### config.mk
export PLATFORM = sky130hd
export DESIGN_NAME = adder_result_acc
export DESIGN_NICKNAME = d
export VERILOG_FILES = /design/src/rtl/adder_result_acc.sv
export SDC_FILE = /design/constraint.sdc
export NUM_CORES = 1
export LEC_CHECK = 0
export BUFFER_PORTS_ARGS = -buffer_cell sky130_fd_sc_hd__buf_2
export CAP_MARGIN = 20
export CORE_MARGIN = 2
export CORE_UTILIZATION = 43
export CTS_CLUSTER_DIAMETER = 50
export DETAILED_ROUTE_END_ITERATION = 7
export HOLD_SLACK_MARGIN = 0.05
export PLACE_DENSITY = 0.71
export SYNTH_ARGS = -nofsm -noshare
export SYNTH_HDL_FRONTEND = slang
export SYNTH_SLANG_ARGS = --single-unit
### constraint.sdc
create_clock -name clk -period 3.67 [get_ports clk]
set_input_delay 0.367 -clock clk [delete_from_list [all_inputs] [get_ports clk]]
set_output_delay 0.367 -clock clk [all_outputs]
set_load 0.05 [all_outputs]
### src/rtl/adder_result_acc.sv
// rtl/adder_result_acc.sv - accumulates COUNT adder {cout,sum} results into one block total
// Valid/ready on both sides; the total is held in DONE until the sink takes it.
module adder_result_acc #(
  parameter int WIDTH     = 4,
  parameter int ACC_WIDTH = 6,
  parameter int COUNT     = 4
) (
  input  logic                 clk,
  input  logic                 rst,
  input  logic                 in_valid,
  output logic                 in_ready,
  input  logic [WIDTH-1:0]     sum,
  input  logic                 cout,
  output logic [ACC_WIDTH-1:0] acc_out,
  output logic                 out_valid,
  input  logic                 out_ready,
  output logic                 ovf
);

  if (ACC_WIDTH < WIDTH + 1) begin : g_bad_acc_width
    $error("adder_result_acc: ACC_WIDTH must be at least WIDTH+1");
  end
  if (COUNT < 2 || COUNT > 255) begin : g_bad_count
    $error("adder_result_acc: COUNT must lie in 2..255");
  end

  typedef enum logic {
    ACCUM = 1'b0,
    DONE  = 1'b1
  } state_t;

  localparam logic [7:0] LAST = 8'(COUNT - 1);

  state_t               state;
  state_t               state_nxt;
  logic [ACC_WIDTH-1:0] acc;
  logic [ACC_WIDTH-1:0] acc_nxt;
  logic                 ovf_q;
  logic                 ovf_nxt;
  logic [7:0]           cnt;
  logic [7:0]           cnt_nxt;
  logic [ACC_WIDTH:0]   operand;
  logic [ACC_WIDTH:0]   acc_sum;
  logic                 in_fire;
  logic                 out_fire;

  // One extra bit on the adder so the wrap carry can feed the sticky flag.
  assign operand  = {{(ACC_WIDTH - WIDTH){1'b0}}, cout, sum};
  assign acc_sum  = {1'b0, acc} + operand;

  assign in_ready  = (state == ACCUM) && !rst;
  assign out_valid = (state == DONE);
  assign in_fire   = in_valid && in_ready;
  assign out_fire  = out_valid && out_ready;
  assign acc_out   = acc;
  assign ovf       = ovf_q;

  always_comb begin
    state_nxt = state;
    acc_nxt   = acc;
    ovf_nxt   = ovf_q;
    cnt_nxt   = cnt;
    case (state)
      ACCUM: begin
        if (in_fire) begin
          acc_nxt = acc_sum[ACC_WIDTH-1:0];
          ovf_nxt = ovf_q | acc_sum[ACC_WIDTH];
          if (cnt == LAST) begin
            cnt_nxt   = 8'd0;
            state_nxt = DONE;
          end else begin
            cnt_nxt = cnt + 8'd1;
          end
        end
      end
      DONE: begin
        // Inputs are ignored here; the upstream holds its data until ACCUM.
        if (out_fire) begin
          acc_nxt   = '0;
          ovf_nxt   = 1'b0;
          state_nxt = ACCUM;
        end
      end
    endcase
  end

  always_ff @(posedge clk or posedge rst) begin
    if (rst) begin
      state <= ACCUM;
      acc   <= '0;
      ovf_q <= 1'b0;
      cnt   <= 8'd0;
    end else begin
      state <= state_nxt;
      acc   <= acc_nxt;
      ovf_q <= ovf_nxt;
      cnt   <= cnt_nxt;
    end
  end

endmodule

### Word-level counts from Yosys, hierarchy flattened

Cells that the tools add are included.

* register bits: 16
* logic and storage cells: 28

* bitwise gates (word level): 2
* reduce and logical (&&, ||, !) cells: 6
* equal/unequal tests: 3
* muxes and demuxes: 11
* add/subtract/negate cells: 2

Operator list (count)
* 6-bit two-way mux: 2
* 6-bit case mux with 2 select lines: 1
* 8-bit by 1-bit adder with 8-bit output, second input constant: 1
* 8-bit by 2-bit == test with 1-bit output, second input constant: 1
* 8-bit two-way mux: 1
* 6-bit by 5-bit adder with 7-bit output: 1
* 1-bit two-way mux: 5
* 1-bit case mux with 2 select lines: 2
* 2-bit AND reduction: 2
* 1-bit logical AND: 3
* 2-bit by 1-bit != test with 1-bit output, second input constant: 1
* 2-bit != test, second input constant: 1
* 1-bit logical NOT: 1
* 1-bit inverter: 1
* 1-bit OR: 1

### Logic depth before layout (Yosys ltp)

* depth in word-level cells: 5
* depth in mapped cells: 6
* gate-level depth less buffers: 6

### Worst setup path before layout

OpenSTA, ideal clock, no wires.

* path kind: register -> register
* start point: reg acc[0], in the netlist acc_out[0]
* end point: reg ovf_q, in the netlist ovf
* clock period less this slack: 2.043 ns
* cell stages (with the launch flop): 7
* buffers on the path: 0
* path slack: 1.627 ns
* arrival: 1.886 ns
* path through: dfrtp_1 > ha_1 > fa_1 > a21o_1 > a21o_1 > a211oi_1 > a211oi_1

* word-level cells in the longest chain between the ends: 4

Ends and longest elaborated chain
* start: declaration: RTL line 36 `logic [ACC_WIDTH-1:0] acc;`
* start signal: assignment: RTL line 95 `acc <= acc_nxt;`
* 6-bit by 5-bit adder with 7-bit output: RTL line 49 `assign acc_sum = {1'b0, acc} + operand;`
* 1-bit OR: RTL line 67 `ovf_nxt = ovf_q | acc_sum[ACC_WIDTH];`
* 1-bit two-way mux: RTL line 65 `if (in_fire) begin`
* 1-bit case mux with 2 select lines: RTL line 63 `case (state)`
* end signal: assignment: RTL line 96 `ovf_q <= ovf_nxt;`
* end: declaration: RTL line 38 `logic ovf_q;`

Every way passes these cells. The select of a mux whose other input is x is not followed.
A chain may end at the register's enable or synchronous reset.

### Worst setup path after layout

Ends and elaborated chain as after synthesis.

==> summary.md <==
| Metric | Value |
|---|---|
| Final HPWL DP | `1190 um` |
| # resized after CTS | `0` |
| CP Class | `reg2reg` |
| Sequential-to-total area share from yosys stat | `45.6%` |
| Wire per inst | `11.9 um` |
| Initial antenna violation count | `0` |
| Worst Reg-to-Reg Cells | `6` |
| Synth Warn # | `0` |
| Worst Hold Slack | `0.172 ns` |
| First-pass GRT wire length | `2930 um` |
| Arrival @ worst endpoint | `2.04 ns` |
| Relative slew slack | `59.1%` |
| Share of the synthesized area in the top cell type | `45.6%` |
| Max cap viols | `0` |
| Worst clock skew | `0.00128 ns` |
| Root Buffer | `clkbuf_4` |
| TritonCTS clock tree | `built` |
| Vias/cell | `5.29` |
| Most frequent cells in the layout | `buf_2 (17), dfrtp_1 (16), nand2_1 (11)` |
| Power, Total | `0.813 mW` |
| Gate count of the mapped netlist | `84` |
| Layout cells sized above 1 | `24.0%` |
| Synth area leader | `dfrtp_1` |
| Syn avg cell area | `10.5 um2` |
| Setup crit start kind | `flip-flop` |
| Aggregate global routing overflow | `0` |
| H-tree depth | `1` |
| Fill count | `182` |
| Setup Fix Bufs, Post-CTS | `0` |
| Synth area leaders | `dfrtp_1 (46%), ha_1 (8.5%), xnor2_1 (7.0%), nand3_1 (5.1%), nand2_1 (4.7%)` |
| WP data required | `3.84 ns` |
| Port bufs | `17` |
| Fin. max-slew vios | `0` |
| FP Rows | `16` |
| Yosys reg bits | `16` |
| Initial Utilization | `45.2%` |
| Leak | `0.518 nW` |
| DR pass1 iterations | `4` |
| Routed Antenna Nets | `0` |
| Commonest non-fill, non-tap cell in the layout | `buf_2` |
| Area Growth Syn to Fin | `17.2%` |
| F_max | `0.534 GHz` |
| Hold Buf Count CTS | `0` |
| Mapped Area | `878 um2` |
| VDD IR max | `0.000573 V` |
| Final worst-path cycle share | `51.1%` |
| PwrDens | `789 nW/um2` |
| Hold Vio Cnt, Final | `0` |
| Chip width | `49.2 um` |
| Core Area | `1940 um2` |
| Worst setup EP type | `flip-flop` |
| Min Tclk post-route | `1.87 ns` |
| RSZ-0062 raised after global routing | `false` |
| Highest net fanout along the worst path | `3` |
| Setup ws final | `1.80 ns` |
| Worst Tran Pin Value | `0.613 ns` |
| Die Y | `49.2 um` |
| Finish-stage setup viols | `0` |
| Vias in the first global route | `727` |
| Final Core Density | `53.0%` |
| Clock-pin slew on the worst setup and hold paths | `0.09 ns` |
| Total track usage | `15.4%` |
| Drt total wl | `1560 um` |
| Post-synth cell types | `23` |
| # DRC | `0` |
| Setup tns final | `0 ns` |
| Net Count, Synth | `100` |
| Largest net degree at the start of global routing | `17` |
| Via count | `693` |
| Total die area | `2420 um2` |
| Routability congestion estimate | `0.700` |
| Worst min path class | `in2async` |
| Dpl ws | `1.73 ns` |
| Status | `finished, final reports clean` |
| IO Pins | `18` |
| Clk buf depth | `2` |
| Clock Sinks | `16` |
| Clk_lat worst skew | `0.29 ns` |
| Antenna Diode Count | `0` |
| Num CTS Buffers | `3` |
| DR iter-0 viols | `7` |
| Nets@finish | `121` |
## cell families (layout without fill, tap and decap cells)
group,Yosys count,count (layout),synth area share [%]
DFF,16,16,45.6
xor gates and xnor gates,7,7,6.98
AOI/OAI and AO/OA,18,18,13.4
buffers and inverters,3,23,1.28
muxes,1,1,1.14
adders and majority gates,7,7,10.8
and+or+nand+nor,32,32,20.8
## cell usage after synthesis (all sizes together)
library cell  instances
nand4                 2
a21oi                 2
a21o                  5
o211ai                1
o21ai                 6
nor3b                 1
and3                  1
nand3                 9
a211o                 2
mux2i                 1
ha                    6
clkbuf                1
nor2                  3
inv                   2
or4b                  1
xnor2                 7
or3b                  1
nor4                  1
nor3                  2
a211oi                2
fa                    1
dfrtp                16
nand2                11
## worst paths after layout
path | startpoint | endpoint | slack [ns]
setup / recovery | acc_out[0] | ovf | 1.80
hold / removal | rst | ovf | 0.17
setup reg to reg | acc_out[0] | ovf | 1.80
hold reg to reg | cnt[7] | cnt[7] | 0.48
max in group asynchronous | rst | cnt[5] | 3.10
min in group clk | out_ready | ovf | 0.28
## sequential cells by signal (all words and copies together) (netlist names)
name and cells:
cnt 8, ovf 1, acc_out 6, out_valid 1
## layout make-up
| cell class | count | area [um2] | area share [%] |
|---|---|---|---|
| clock buffer | 4 | 36.3 | 3.52 |
| inverter | 2 | 7.51 | 0.729 |
| multi-input combinational | 65 | 467 | 45.3 |
| sequential | 16 | 400 | 38.9 |
| tap | 27 | 33.8 | 3.28 |
| timing repair buffer | 17 | 85.1 | 8.26 |
## layer usage
| metal | vias up | track usage (%) | wire length, um |
|---|---|---|---|
| met2 | 15 | 25.0 | 715 |
| met5 | - | 0 | 0 |
| li1 | 344 | - | - |
| met1 | 332 | 19.6 | 745 |
| met4 | 0 | 6.67 | 24 |
| met3 | 2 | 3.37 | 73 |
## where the power goes
group	leakage (nW)	total [mW]	switching [mW]	internal [mW]
registers	0.208	0.303	0.0685	0.235
logic	0.289	0.393	0.250	0.143
clock network	0.0210	0.117	0.0564	0.0604
total	0.518	0.813	0.375	0.438
## worst max-delay path, cell delays in order (launching register included)
cell,delay [ns]
dfrtp_1,0.40
ha_1,0.24
fa_1,0.42
a21o_1,0.18
a21o_1,0.20
a211oi_1,0.25
a211oi_1,0.08
## through the flow
| stage | instance area, um2 | instances |
|---|---|---|
| CTS | 1030 | 131 |
| detailed placement | 993 | 127 |
| finish | 1030 | 131 |
| floorplan | 878 | 84 |
| global placement | 993 | 127 |
| global route | 1030 | 131 |
(Power assumes the default switching activity.)
